[src/rtl/mem_arbiter.sv]
// mem_arbiter: lets the IF and MEM pipeline stages share one single-ported,
// variable-latency memory.
//
// Each port captures one-cycle request pulses into a pending flag plus operand
// registers. Pending requests are serialized onto the memory handshake (m_req held
// until m_ready). Read data comes back with a one-cycle valid pulse. Data accesses
// have priority over fetch, except that a burst guard hands the port to a waiting
// fetch after MAX_D_BURST consecutive data grants.
//
// Ports:
//   clk, reset                 clock (rising edge), asynchronous active-low reset
//   if_req, if_addr            fetch request pulse and byte address
//   if_rdata, if_valid         selected 32-bit half of m_rdata, one-cycle valid pulse
//   d_req, d_we, d_addr,
//   d_wdata                    data request pulse and operands
//   d_rdata, d_valid           read data, one-cycle completion pulse (reads and writes)
//   m_req, m_we, m_addr,
//   m_wdata                    memory request, held until accepted (registered)
//   m_rdata, m_ready           memory read data and completion
//   stall                      pipeline freeze while any access is outstanding
//
// DATA_W is expected to be 64: fetch selects one 32-bit half of m_rdata.

module mem_arbiter #(
    parameter int unsigned ADDR_W      = 10,
    parameter int unsigned DATA_W      = 64,
    parameter int unsigned MAX_D_BURST = 4
) (
    input  logic              clk,
    input  logic              reset,
    input  logic              if_req,
    input  logic [ADDR_W-1:0] if_addr,
    output logic [31:0]       if_rdata,
    output logic              if_valid,
    input  logic              d_req,
    input  logic              d_we,
    input  logic [ADDR_W-1:0] d_addr,
    input  logic [DATA_W-1:0] d_wdata,
    output logic [DATA_W-1:0] d_rdata,
    output logic              d_valid,
    output logic              m_req,
    output logic              m_we,
    output logic [ADDR_W-1:0] m_addr,
    output logic [DATA_W-1:0] m_wdata,
    input  logic [DATA_W-1:0] m_rdata,
    input  logic              m_ready,
    output logic              stall
);

    localparam logic [3:0] MaxBurst = 4'(MAX_D_BURST);

    typedef enum logic [1:0] {StIdle, StDBusy, StIBusy} state_e;

    state_e              state_q;
    logic                if_pend_q, d_pend_q;
    logic [ADDR_W-1:0]   if_addr_q, d_addr_q;
    logic                d_we_q;
    logic [DATA_W-1:0]   d_wdata_q;
    logic [3:0]          dcount_q;

    logic                complete, if_done, d_done, decide;
    logic                if_busy, d_busy, if_load, d_load;
    logic                if_pend_d, d_pend_d;
    logic [ADDR_W-1:0]   if_addr_d, d_addr_d;
    logic                d_we_d;
    logic [DATA_W-1:0]   d_wdata_d;
    logic                grant_i, grant_d;
    logic [3:0]          dcount_d;

    always_comb begin
        complete = m_req & m_ready;
        if_done  = complete & (state_q == StIBusy);
        d_done   = complete & (state_q == StDBusy);

        // A port still busy after this edge ignores a new pulse; at its own
        // completion edge a new pulse is accepted (set wins over clear).
        if_busy   = if_pend_q & ~if_done;
        d_busy    = d_pend_q & ~d_done;
        if_load   = if_req & ~if_busy;
        d_load    = d_req & ~d_busy;
        if_pend_d = if_busy | if_req;
        d_pend_d  = d_busy | d_req;

        if_addr_d = if_load ? if_addr : if_addr_q;
        d_addr_d  = d_load ? d_addr : d_addr_q;
        d_we_d    = d_load ? d_we : d_we_q;
        d_wdata_d = d_load ? d_wdata : d_wdata_q;

        // Grants are decided over the flags as updated at this edge.
        decide  = (state_q == StIdle) | complete;
        grant_i = decide & if_pend_d & (~d_pend_d | (dcount_q >= MaxBurst));
        grant_d = decide & d_pend_d & ~grant_i;

        dcount_d = dcount_q;
        if (!if_pend_d || grant_i) begin
            dcount_d = 4'd0;
        end else if (grant_d && dcount_q != 4'd15) begin
            dcount_d = dcount_q + 4'd1;
        end
    end

    assign stall = if_pend_q | d_pend_q | if_req | d_req;

    always_ff @(posedge clk or negedge reset) begin
        if (!reset) begin
            state_q   <= StIdle;
            if_pend_q <= 1'b0;
            d_pend_q  <= 1'b0;
            if_addr_q <= '0;
            d_addr_q  <= '0;
            d_we_q    <= 1'b0;
            d_wdata_q <= '0;
            dcount_q  <= 4'd0;
            m_req     <= 1'b0;
            m_we      <= 1'b0;
            m_addr    <= '0;
            m_wdata   <= '0;
            if_rdata  <= '0;
            if_valid  <= 1'b0;
            d_rdata   <= '0;
            d_valid   <= 1'b0;
        end else begin
            if_pend_q <= if_pend_d;
            d_pend_q  <= d_pend_d;
            if_addr_q <= if_addr_d;
            d_addr_q  <= d_addr_d;
            d_we_q    <= d_we_d;
            d_wdata_q <= d_wdata_d;
            dcount_q  <= dcount_d;

            if_valid <= if_done;
            d_valid  <= d_done;
            // Select on the address of the access being completed (old register value).
            if (if_done) begin
                if_rdata <= if_addr_q[2] ? m_rdata[63:32] : m_rdata[31:0];
            end
            if (d_done && !d_we_q) begin
                d_rdata <= m_rdata;
            end

            // m_* only change at a decision edge, so they hold through wait states.
            if (decide) begin
                if (grant_d) begin
                    state_q <= StDBusy;
                    m_req   <= 1'b1;
                    m_we    <= d_we_d;
                    m_addr  <= d_addr_d;
                    m_wdata <= d_wdata_d;
                end else if (grant_i) begin
                    state_q <= StIBusy;
                    m_req   <= 1'b1;
                    m_we    <= 1'b0;
                    m_addr  <= if_addr_d;
                end else begin
                    state_q <= StIdle;
                    m_req   <= 1'b0;
                    m_we    <= 1'b0;
                end
            end
        end
    end

endmodule

[config.mk]
export PLATFORM = sky130hd
export DESIGN_NAME = mem_arbiter
export DESIGN_NICKNAME = d
export VERILOG_FILES = /design/src/rtl/mem_arbiter.sv
export SDC_FILE = /design/constraint.sdc
export NUM_CORES = 1
export LEC_CHECK = 0
export BUFFER_PORTS_ARGS = -buffer_cell sky130_fd_sc_hd__buf_4
export CAP_MARGIN = 10
export CORE_ASPECT_RATIO = 0.8
export CORE_MARGIN = 2
export CORE_UTILIZATION = 25
export DETAILED_ROUTE_END_ITERATION = 8
export GPL_TIMING_DRIVEN = 0
export REMOVE_ABC_BUFFERS = 1
export SETUP_SLACK_MARGIN = 0.3
export SYNTH_ARGS = -nofsm -noshare
export SYNTH_HDL_FRONTEND = slang
export SYNTH_SLANG_ARGS = --single-unit
export TNS_END_PERCENT = 100
[constraint.sdc]
create_clock -name clk -period 1.72 [get_ports clk]
set_input_delay 0.086 -clock clk [delete_from_list [all_inputs] [get_ports clk]]
set_output_delay 0.086 -clock clk [all_outputs]
set_load 0.03 [all_outputs]
* After elaboration in Yosys (flattened, before gate mapping) *
Index checks and enable logic that the tools add are counted.

storage, ports and cells
  logic and storage cells = 69
  input port bits = 154
  flip-flop bits (word level) = 267

cells by class
  $add $sub $neg = 1
  equal/unequal tests = 3
  order comparisons = 1
  bitwise logic cells = 24
  reduce and logical (&&, ||, !) cells = 10
  muxes and demuxes = 14

operator list
  kind                                                               count
  2-to-1 mux 64 bit                                                  1
  2-to-1 mux 10 bit                                                  4
  2-to-1 mux 32 bit                                                  1
  bitwise AND 1 bit                                                  11
  2-to-1 mux 4 bit                                                   2
  bitwise OR 1 bit                                                   7
  NOT 1 bit                                                          6
  adder 4 x 1 -> 4 bit, second input constant                        1
  greater-or-equal comparator 4 x 3 -> 1 bit, second input constant  1
  2-to-1 mux 1 bit                                                   4
  2-to-1 mux 2 bit                                                   2
  inequality test 4 bit, second input constant                       1
  AND reduction 2 bit                                                2
  nonzero test 2 bit                                                 2
  == test 2 x 1 -> 1 bit, second input constant                      1
  == test 2 bit, second input constant                               1
  logical AND 1 bit                                                  2
  logical NOT 1 bit                                                  2
  logical NOT 2 bit                                                  1
  logical OR 1 bit                                                   1

* Longest topological paths before layout *
Gate-level depths: netlist (run 1).

  depth in word-level cells = 13
  depth in mapped cells = 8
  gate-level depth less buffers = 6

* Worst setup path before layout (run 1) *
Ideal clock, no wire load.

  path kind = flip-flop to flip-flop
  start point = register m_req
  end point = register m_wdata[13]
  arrival = 1830 ps
  buffers on the path = 2
  setup time = 117 ps
  setup slack = -227 ps
  stages on the path, launching flop included = 8
  required time = 1603 ps
  path through = dfrtp_1 nand4b_1 a21boi_1 buf_4 buf_4 mux2_1 nand2_1 nand2_1

between the ends
  elaborated cells on any way between the ends = 21
  classes of those cells = 1 x mux; 19 x bitwise; 1 x reduce/logical

RTL lines
  item                     RTL line  source
  start, declared          41        output logic m_req,
  start signal, assigned   114       m_req <= 1'b0;
  start signal, assigned   145       m_req <= 1'b1;
  start signal, assigned   151       m_req <= 1'b1;
  bitwise AND 1 bit        71        complete = m_req & m_ready;
  bitwise AND 1 bit        73        d_done = complete & (state_q == StDBusy);
  NOT 1 bit                78        d_busy = d_pend_q & ~d_done;
  bitwise AND 1 bit        78
  NOT 1 bit                80        d_load = d_req & ~d_busy;
  bitwise AND 1 bit        80
  2-to-1 mux 64 bit        87        d_wdata_d = d_load ? d_wdata : d_wdata_q;
  named net d_wdata_d[13]  66        logic [DATA_W-1:0] d_wdata_d;
  end signal, assigned     148       m_wdata <= d_wdata_d;
  end, declared            44        output logic [DATA_W-1:0] m_wdata,

The timed path passes the listed nets, and every way through them passes these cells.
A chain may end at the register's enable or synchronous reset.

* Final worst setup path (run 1) *
  start point = register state_q[0]
  end point = register m_wdata[56]

between the ends
  elaborated cells on any way between the ends = 23
  classes of those cells = 2 x eq/ne; 1 x mux; 18 x bitwise; 2 x reduce/logical

RTL lines
  item                                  RTL line  source
  start, declared                       54        state_e state_q;
  start signal, assigned                106       state_q <= StIdle;
  start signal, assigned                144       state_q <= StDBusy;
  start signal, assigned                150       state_q <= StIBusy;
  == test 2 bit                         72        if_done = complete & (state_q == StIBusy);
  bitwise AND 1 bit                     72
  named net if_done                     61        logic complete, if_done, d_done, decide;
  NOT 1 bit                             77        if_busy = if_pend_q & ~if_done;
  bitwise AND 1 bit                     77
  bitwise OR 1 bit                      81        if_pend_d = if_busy | if_req;
  bitwise AND 1 bit (2 in a row)        91        grant_i = decide & if_pend_d & (~d_pend_d | (dcount_q >= MaxBurst));
  NOT 1 bit                             92        grant_d = decide & d_pend_d & ~grant_i;
  bitwise AND 1 bit                     92
  AND reduction 2 bit (no source line)  --

The timed path passes the listed nets, and every way through them passes these cells.

==> results.json, run 1 <==
{
  "min_period_ns": 2.03,
  "place_area_sq_um": 13600,
  "yosys.area_share.simple_pct": 9.65,
  "htreeDepth": 1,
  "wl_per_cell_um": 19.7,
  "fin_worst_skew_ns": 0.0108,
  "ys_seq_area_share_pct": 64.6,
  "holdWs_ns": 0.0518,
  "dp_slack_ns": -1.15,
  "synthXorXnorAreaFrac_pct": 0.0847,
  "synth_fa_ha_area_share_pct": 0.121,
  "initial_core_util_pct": 25.4,
  "reg2reg_from": "state_q[0]$_DFFE_PN0P_",
  "cts_made_buffers": 29,
  "grt_pass1_wl_mm": 54.1,
  "yosysUniqueCellTypes": 29,
  "slowest_stage": "dfrtp_1",
  "hold_viol": 0,
  "io_pins": 329,
  "synth_top_family_by_area": "multiplexers",
  "grt_overflow": 0,
  "seqCellArea_sq_um": 6690,
  "fin_cells": 2007,
  "via_count": 8762,
  "setup_viol": 254,
  "drc_errors": 0,
  "wirelength_mm": 39.6,
  "ant_nets": 0,
  "syn_inst": 821,
  "ys.flop_type": "dfrtp_1",
  "arrival_ns": 2.52,
  "period_share_pct": 118,
  "synth_top_area_cell": "dfrtp_1",
  "grtUsageTotal_pct": 16.3,
  "synth_top_cell_area_share_pct": 64.6,
  "power.density_nw_per_um2": 2090,
  "portBuffers": 328,
  "grt_pass1_vias": 9092,
  "cts-root-buf": "clkbuf_16",
  "maxCapViolations": 0,
  "synth_compound_area_share_pct": 2.91,
  "routed_via_density": 4.37,
  "die_w_um": 231,
  "path_max_fanout": 8,
  "core-area_sq_um": 40700,
  "setup-tns-final_ns": -50.67,
  "crit_chain": "nand4b_1 -> inv_2 -> o2bb2ai_4 -> buf_6 -> nor3_4 -> buf_12 -> buf_16 -> buf_16 -> nand2_2 -> nand2_2",
  "place_congestion": 0.752,
  "multi_input_area_sq_um": 4630,
  "hold_class": "in -> async",
  "startpoint_type": "flip-flop",
  "async_flop_share_pct": 100,
  "slew_headroom_pct": 57.3,
  "total_power_mw": 40.9,
  "status": "finished with violations",
  "cts_tree": "built",
  "antenna_found_initial": 1,
  "synthTopCellsByCount": "dfrtp_1 (267), nand2_1 (240), mux2_1 (89)",
  "dr.pass1.iters": 5,
  "crit_start": "state_q[0]$_DFFE_PN0P_",
  "setup_slack_ns": -0.309,
  "drt_iter0_markers": 468,
  "syn2layout_area_growth_pct": 88.9,
  "grt_max_degree": 117,
  "ys_warn_count": 0,
  "cts_num_sinks": 267,
  "drv_slew": 0,
  "synthMuxAreaShare_pct": 20.4,
  "worstMarginPinSlew_ns": 0.640,
  "slowest_delay_ns": 0.41,
  "post-route-util_pct": 48.0,
  "ir_worst_vdd_v": 0.00118,
  "power.leakage_nw": 9.47,
  "rows": 66,
  "fmax_ghz": 0.493,
  "finalInstanceArea_sq_um": 19500,
  "synth-edff-count": 0,
  "failed_checks": "setup timing",
  "insertion_delay_ns": 0.56,
  "clock_path_buffers": 3,
  "path_class": "reg -> reg",
  "dp.final_hpwl_mm": 19.7,
  "postSynthRegisterBits": 267,
  "dp_cells": 1666,
  "die_h_um": 186,
  "dieArea_sq_um": 43000,
  "synth_area_leaders": "dfrtp_1 (65%), mux2_1 (9.7%), nand2_1 (8.7%)",
  "cp_data_required_time_ns": 2.22,
  "syn_area_per_cell_sq_um": 12.6,
  "rsz0062_at_grt": "true",
  "synth_area_sq_um": 10300,
  "worst_setup_path_end_kind": "flip-flop",
  "num-fill-cells": 3461,
  "fin_nets": 1595,
  "clkSlewWorstSetupHoldPaths_ns": 0.06,
  "layout-drive-gt1-share_pct": 56.6,
  "synth.most_common_cell": "dfrtp_1"
}
state kept, by name, summed over array words and instances (netlist names), 4 cells and up:
signal,cells
d_addr_q,10
d_rdata,64
d_wdata_q,64
dcount_q,4
if_addr_q,10
if_rdata,32
m_addr,10
m_wdata,64
area by class of cell:
class,instances,area share [%]
sequential,267,34.2
timing repair buffer,629,32.8
multi-input combinational,507,23.7
clock buffer,41,4.51
tap,544,3.48
clock inverter,12,1.11
inverter,6,0.141
antenna,1,0.0128
worst max-delay path: cells and delay by family, from the launching register on:
kind | cells | cell delay, ns
buffers and inverters | 5 | 0.77
AND/OR/NAND/NOR | 4 | 0.69
flip-flops | 1 | 0.41
AO/OA/AOI/OAI | 1 | 0.08
kinds of logic after synthesis:
logic type | Yosys count
DFF | 267
and+or+nand+nor | 254
muxes | 192
AOI/OAI and AO/OA | 57
buffers and inverters | 49
xor gates and xnor gates | 1
adders and majority gates | 1
path summary, 6_finish.rpt:
path / end / slack [ns] / cells after the start
worst max-delay path: m_wdata[56]$_DFFE_PN0P_ / -0.31 / 10
worst min-delay path: m_wdata[22]$_DFFE_PN0P_ / 0.05 / 2
worst max register to register: m_wdata[56]$_DFFE_PN0P_ / -0.31 / 10
worst min register to register: m_wdata[58]$_DFFE_PN0P_ / 0.48 / 2
max in group asynchronous: d_wdata_q[28]$_DFF_PN0_ / 0.69 / 3
min in group clk: m_req$_DFFE_PN0P_ / 0.06 / 4
timing repair:
item	CTS	global route
setup buffers	64	35
pin swaps	63	73
hold buffers	153	0
gates cloned	20	15
setup endpoints to repair	261	267
hold endpoints to repair	460	0
gates resized for setup	246	209
layout by cell type (no fill, tap or decap), drive strengths merged, types with 3 or more instances in the layout:
| cell | instances |
|---|---|
| clkinv | 3 |
| bufinv | 6 |
| dlygate4sd3 | 153 |
| nor2 | 5 |
| mux2 | 149 |
| buf | 462 |
| clkinvlp | 3 |
| nand2 | 240 |
| o21ai | 50 |
| mux2i | 43 |
| inv | 6 |
| clkbuf | 55 |
| a21oi | 3 |
| dfrtp | 267 |
layer usage:
layer | vias up | GRT usage, % | part of all wire (%)
met3 | 82 | 3.25 | 4.6
met2 | 249 | 26.6 | 48
met4 | 0 | 5.78 | 3.4
met5 | - | 0 | 0
met1 | 4430 | 21.5 | 44
li1 | 4001 | - | -
where the power goes:
part	switching, mW	total [mW]	internal [mW]	leakage (nW)
registers	1.88	11.3	9.41	3.23
logic	11.3	22.4	11.1	5.70
clock network	2.72	7.16	4.44	0.535
(Power assumes the default switching activity.)
==> run 2, diff against run 1 <==
--- a/config.mk
+++ b/config.mk
@@ -5,11 +5,13 @@
 export SDC_FILE = /design/constraint.sdc
 export NUM_CORES = 1
 export LEC_CHECK = 0
+export ABC_AREA = 1
 export BUFFER_PORTS_ARGS = -buffer_cell sky130_fd_sc_hd__buf_4
 export CAP_MARGIN = 10
 export CORE_ASPECT_RATIO = 0.8
 export CORE_MARGIN = 2
 export CORE_UTILIZATION = 25
+export CTS_CLUSTER_DIAMETER = 30
 export DETAILED_ROUTE_END_ITERATION = 8
 export GPL_TIMING_DRIVEN = 0
 export REMOVE_ABC_BUFFERS = 1
==> run 2 against run 1 <==
Largest cell class unchanged; flip-flop and latch count is the same; area after synthesis up 4.4%; critical path type unchanged; non-clock buffer count decreased by 49; wire length up 19%; first-iteration DRC count up 29%; register-to-register slack improved by 0.15 ns; synthesized cell count increased by 36%; hold slack improved by 0.0059 ns; final cell count up 15%; the run still ends with setup timing left; combinational power increased by 9.8%.
==> results.json, run 2 <==
{
  "netSwitchingFraction_pct": 41.9,
  "clockPowerShare_pct": 24.4,
  "die_h_um": 190,
  "startpoint_type": "flip-flop",
  "gr-max-usage-layer": "met2",
  "use_met1_pct": 22.8,
  "fin_nets": 1855,
  "crit_start": "state_q[0]$_DFFE_PN0P_",
  "cts_tree": "built",
  "r2r_slack_ns": -0.16,
  "seqPwrFrac_pct": 23.8,
  "routed_via_density": 4.68,
  "cp_data_required_time_ns": 2.19,
  "failed_checks": "setup timing",
  "dp.final_hpwl_mm": 21.4,
  "setup_slack_ns": -0.156,
  "power.leakage_nw": 10.3,
  "ant_nets": 0,
  "worst_setup_path_end_kind": "flip-flop",
  "drt_iter0_markers": 604,
  "htreeDepth": 2,
  "synth_top_cell_area_share_pct": 61.9,
  "switching_power_mw": 19.9,
  "grt_max_degree": 111,
  "status": "finished with violations",
  "slowest_delay_ns": 0.42,
  "synth-edff-count": 0,
  "fin_worst_skew_ns": 0.0188,
  "synth_area_sq_um": 10800,
  "rows": 68,
  "via_count": 10800,
  "syn_inst": 1117,
  "grt_pass1_wl_mm": 66.8,
  "slowest_stage": "dfrtp_1",
  "die_w_um": 236,
  "endpoint": "m_wdata[50]$_DFFE_PN0P_",
  "slew_headroom_pct": 41.6,
  "met2_usage_pct": 32.6,
  "power_frac_comb_pct": 51.7,
  "insertion_delay_ns": 0.59,
  "async_flop_share_pct": 100,
  "crit_chain": "buf_6 -> o21ai_4 -> buf_6 -> nand2_8 -> inv_8 -> buf_16 -> nand2_8 -> buf_12 -> buf_12 -> buf_16 -> nand2_2 -> nand2_2",
  "hold_class": "in -> reg",
  "place_congestion": 0.749,
  "ys_seq_area_share_pct": 61.9,
  "grtUsageTotal_pct": 19.5,
  "ir_worst_vdd_v": 0.00163,
  "grt_util_met3_pct": 5.66,
  "reg2reg_from": "state_q[0]$_DFFE_PN0P_",
  "synth_top_area_cell": "dfrtp_1",
  "min_path_cells": 6,
  "power.density_nw_per_um2": 2280,
  "cts_num_sinks": 267,
  "reg2reg_depth": 12,
  "worstMarginPinSlew_ns": 0.876,
  "mostFrequentLayoutCell": "buf_4",
  "synthTopCellsByCount": "nand2_1 (407), dfrtp_1 (267), nand3_1 (139)",
  "ys.flop_type": "dfrtp_1",
  "path_class": "reg -> reg",
  "path_max_fanout": 8,
  "reg_top3": "d_rdata x64, d_wdata_q x64, m_wdata x64",
  "cts_made_buffers": 59,
  "dp_slack_ns": -1.56,
  "min_period_ns": 1.88,
  "syn_area_per_cell_sq_um": 9.67,
  "reg2reg_to": "m_wdata[50]$_DFFE_PN0P_",
  "layout-drive-gt1-share_pct": 48.3,
  "drc_errors": 0,
  "synth.most_common_cell": "nand2_1",
  "maxCapViolations": 0,
  "clkSlewWorstSetupHoldPaths_ns": 0.05,
  "portBuffers": 328,
  "dr.pass1.iters": 5,
  "postSynthRegisterBits": 267,
  "cts-root-buf": "clkbuf_16",
  "grt_overflow": 0,
  "setup_viol": 115,
  "clock_path_buffers": 3,
  "fmax_ghz": 0.533,
  "wl_per_cell_um": 20.4,
  "period_share_pct": 109,
  "grt_pass1_vias": 11300,
  "synth_area_leaders": "dfrtp_1 (62%), nand2_1 (14%), mux2_2 (6.7%)",
  "intPower_mw": 27.6,
  "initial_core_util_pct": 25.2,
  "arrival_ns": 2.34,
  "rsz0062_at_grt": "true",
  "syn2layout_area_growth_pct": 92.7,
  "antenna_found_initial": 2,
  "total_power_mw": 47.6,
  "wirelength_mm": 47.1,
  "io_pins": 329,
  "layout_common_cells": "buf_4 (345), dfrtp_1 (264), nand2_1 (229), dlygate4sd3_1 (152), nand3_1 (119)",
  "drv_slew": 0,
  "n_antenna_cell": 0,
  "yosysUniqueCellTypes": 23,
  "hold_viol": 0,
  "ys_warn_count": 0,
  "core-area_sq_um": 42900,
  "dieArea_sq_um": 44900
}
[run 2: layer usage]
layer	part of all wire (%)	vias to the layer above
li1	-	4831
met1	39	5343
met2	49	510
met3	7.5	132
met4	4.0	4
met5	0.049	-
[run 2: area by class of cell]
type                            instances  area (sq um)
Tap cell                              560           701
Clock buffer                           70          1620
Sequential cell                       267          6690
Multi-Input combinational cell        739          5240
Inverter                               53           238
Timing Repair Buffer                  580          5880
Clock inverter                         42           454
Fill cell                            3620         22100
[run 2: cell families (layout without fill, tap and decap cells)]
family	count (synthesis)	in the layout	synth area share (%)
AND/OR/NAND/NOR	605	617	23.2
flip-flops	267	267	61.9
XOR/XNOR	1	1	0.0811
multiplexers	64	64	6.67
AO/OA/AOI/OAI	56	56	3.06
buffers and inverters	123	745	4.98
adder cells (fa/ha/maj)	1	1	0.116
[run 2: how the worst min path moves through the flow]
| stage | startpoint | end |
|---|---|---|
| after floorplan | reset | d_addr_q[0]$_DFF_PN0_ |
| after global placement | m_rdata[50] | d_rdata[50]$_DFFE_PN0P_ |
| after detailed placement | reset | m_wdata[41]$_DFFE_PN0P_ |
| after CTS | m_ready | if_pend_q$_DFF_PN0_ |
| after global routing | m_ready | d_pend_q$_DFF_PN0_ |
| final | m_ready | if_pend_q$_DFF_PN0_ |
[run 2: stage by stage]
step | TNS, ns | area, sq um | std cells | hold WS [ns] | util [%]
final | -9.50 | 20800 | 2311 | 0.0577 | 48.5
after global routing | -20.52 | 20800 | 2311 | 0.0591 | 48.5
after CTS | -9.99 | 19800 | 2287 | 0.0142 | 46.3
after detailed placement | -151.15 | 13900 | 1945 | 0.0969 | 32.5
after global placement | -1166.41 | 13600 | 1935 | 0.330 | 31.8
after floorplan | -285.53 | 10500 | 1047 | -0.210 | -
[run 2: critical path, delay by kind of cell (launching register included)]
kind,cells,cell delay (ns)
AO/OA/AOI/OAI,1,0.19
buffers and inverters,7,0.89
flip-flops,1,0.42
AND/OR/NAND/NOR,4,0.24
[run 2: timing repair]
item | CTS | global route
gates resized for setup | 311 | 171
buffers inserted | 46 | 14
hold buffers | 152 | 0
cloned | 32 | 10
endpoints found under the setup margin | 265 | 257
pin swaps | 32 | 40
endpoints found under the hold margin | 361 | 0
[run 2: power by group through the flow]
| stage | registers (mW) | clock network (mW) | logic (mW) |
|---|---|---|---|
| after floorplan | 14.4 | 0 | 5.52 |
| after global placement | 10.7 | 0 | 14.9 |
| after detailed placement | 10.8 | 0 | 15.8 |
| after CTS | 11.1 | 11.8 | 22.2 |
| after global routing | 11.6 | 12.2 | 25.9 |
| final | 11.3 | 11.6 | 24.6 |
==> run 3, diff against run 2 <==
--- a/config.mk
+++ b/config.mk
@@ -10,10 +10,11 @@
 export CAP_MARGIN = 10
 export CORE_ASPECT_RATIO = 0.8
 export CORE_MARGIN = 2
-export CORE_UTILIZATION = 25
+export CORE_UTILIZATION = 46
 export CTS_CLUSTER_DIAMETER = 30
 export DETAILED_ROUTE_END_ITERATION = 8
 export GPL_TIMING_DRIVEN = 0
+export PLACE_DENSITY = 0.76
 export REMOVE_ABC_BUFFERS = 1
 export SETUP_SLACK_MARGIN = 0.3
 export SYNTH_ARGS = -nofsm -noshare
==> run 3 against run 2 <==
The flow still finishes with violations (setup timing); first-iteration DRC count rose by 85%; core utilization rose by 31 points; hold slack improved by 0.064 ns; largest power group unchanged.
==> results.json, run 3 (synthesis results as in run 2) <==
{
  "via_count": 11100,
  "antenna_found_initial": 2,
  "num-fill-cells": 1271,
  "hold_class": "in -> reg",
  "path_buf_inv": 3,
  "slowest_delay_ns": 0.45,
  "place_congestion": 0.832,
  "grt_overflow": 0,
  "cts_tree": "built",
  "htreeDepth": 2,
  "use_met1_pct": 39.7,
  "crit_start": "state_q[1]$_DFFE_PN0P_",
  "startpoint_type": "flip-flop",
  "drc_errors": 0,
  "status": "finished with violations",
  "met2_usage_pct": 60.1,
  "ir_worst_vdd_v": 0.00142,
  "holdWs_ns": 0.122,
  "rows": 50,
  "fin_cells": 2010,
  "gr-max-usage-layer": "met2",
  "mostFrequentLayoutCell": "nand2_1",
  "reg_top3": "d_rdata x64, d_wdata_q x64, m_wdata x64",
  "maxCapViolations": 0,
  "initial_core_util_pct": 46.5,
  "layout-drive-gt1-share_pct": 39.2,
  "r2r_slack_ns": -0.009,
  "cpLargestDelayFamily": "flip-flops",
  "reg2reg_to": "d_rdata[42]$_DFFE_PN0P_",
  "fmax_ghz": 0.578,
  "portBuffers": 328,
  "dieArea_sq_um": 24700,
  "hold_path_end": "d_pend_q$_DFF_PN0_",
  "min_from": "m_ready",
  "dp.final_hpwl_mm": 19.4,
  "drt_iter0_markers": 1116,
  "seqCellArea_sq_um": 6690,
  "fin_worst_skew_ns": 0.0166,
  "reg2reg_from": "state_q[1]$_DFFE_PN0P_",
  "cts-root-buf": "clkbuf_16",
  "die_w_um": 175,
  "wirelength_mm": 45.0,
  "grt_max_degree": 94,
  "wl_per_cell_um": 22.4,
  "reg2reg_depth": 7,
  "power.leakage_nw": 9.22,
  "layout_common_cells": "nand2_1 (356), buf_4 (348), dfrtp_1 (264), dlygate4sd3_1 (152), nand3_1 (117)",
  "cp_data_required_time_ns": 2.12,
  "dp_cells": 1692,
  "dp_slack_ns": -1.65,
  "core-area_sq_um": 23200,
  "hold_viol": 0,
  "rsz0062_at_grt": "true",
  "io_pins": 329,
  "grt_pass1_wl_mm": 65.7,
  "crit_chain": "nor2_4 -> nand2_8 -> buf_4 -> clkinvlp_4 -> buf_12 -> nand2_8 -> mux2_2",
  "min_period_ns": 1.73,
  "grt_pass1_vias": 11900,
  "path_common_cell": "nand2_8",
  "ant_nets": 0,
  "arrival_ns": 2.13,
  "power.density_nw_per_um2": 2270,
  "worstMarginPinSlew_ns": 0.722,
  "worst_setup_path_end_kind": "flip-flop",
  "routed_via_density": 5.53,
  "setup_slack_ns": -0.00946,
  "total_power_mw": 41.9,
  "setup_viol": 4,
  "path_max_fanout": 8,
  "fin_nets": 1814,
  "cts_made_buffers": 48,
  "min_path_cells": 6,
  "grtUsageTotal_pct": 34.5,
  "path_class": "reg -> reg",
  "clock_path_buffers": 3,
  "grt_util_met3_pct": 9.17,
  "period_share_pct": 101,
  "clkSlewWorstSetupHoldPaths_ns": 0.05,
  "cts_num_sinks": 267,
  "drv_slew": 0,
  "dr.pass1.iters": 7,
  "slowest_stage": "dfrtp_2",
  "failed_checks": "setup timing",
  "syn2layout_area_growth_pct": 70.5,
  "die_h_um": 141,
  "insertion_delay_ns": 0.53,
  "multi_input_area_sq_um": 4580,
  "slew_headroom_pct": 51.9
}
[run 3: cell type report]
class / instances / area share, %
multi-input cells: 752 / 24.9
diodes: 2 / 0.0272
repair inverters: 3 / 0.136
clock buffers: 66 / 7.44
repair buffers: 534 / 26.4
clock inverters: 21 / 1.48
flip-flops and latches: 267 / 36.3
inverters: 53 / 1.25
well taps: 312 / 2.12
[run 3: worst max-delay path by stage]
stage / cells after the start / to
final: 7 / d_rdata[42]$_DFFE_PN0P_
after global routing: 11 / m_addr[0]$_DFFE_PN0P_
after CTS: 11 / m_addr[3]$_DFFE_PN0P_
after detailed placement: 11 / m_addr[4]$_DFFE_PN0P_
after global placement: 11 / m_addr[5]$_DFFE_PN0P_
after floorplan: 9 / state_q[0]$_DFFE_PN0P_
[run 3: metal layers]
layer  vias to the layer above  wire length, um
li1                       4767                -
met1                      5412            15500
met2                       766            22500
met3                       166             5040
met4                         0             1930
met5                         -                0
[run 3: through the flow]
stage,utilization (%),setup TNS (ns),area (sq um)
final,79.4,-0.0164,18400
after global routing,79.4,-1.72,18400
after CTS,76.9,0,17800
after detailed placement,58.0,-238.14,13500
after global placement,57.4,-1037.79,13300
after floorplan,-,-285.53,10500
[run 3: timing repair]
item                                    CTS  global route
endpoints found under the setup margin  265           259
hold endpoints to repair                340             0
gates resized for setup                 108            95
gates cloned                             26            12
setup buffers                            34             5
hold buffers                            152             0
pin swaps                                25            21
[run 3: worst min-delay path, delay by kind of cell]
kind	cells	cell delay, ns
AND/OR/NAND/NOR	4	0.32
buffers and inverters	2	0.18
[run 3: power breakdown]
| part | leakage (nW) | switching, mW | internal (mW) | total (mW) |
|---|---|---|---|---|
| Sequential | 3.23 | 1.75 | 9.32 | 11.1 |
| Clock | 0.790 | 3.21 | 6.32 | 9.54 |
| Combinational | 5.20 | 13.4 | 7.87 | 21.2 |
| Total | 9.22 | 18.3 | 23.5 | 41.9 |
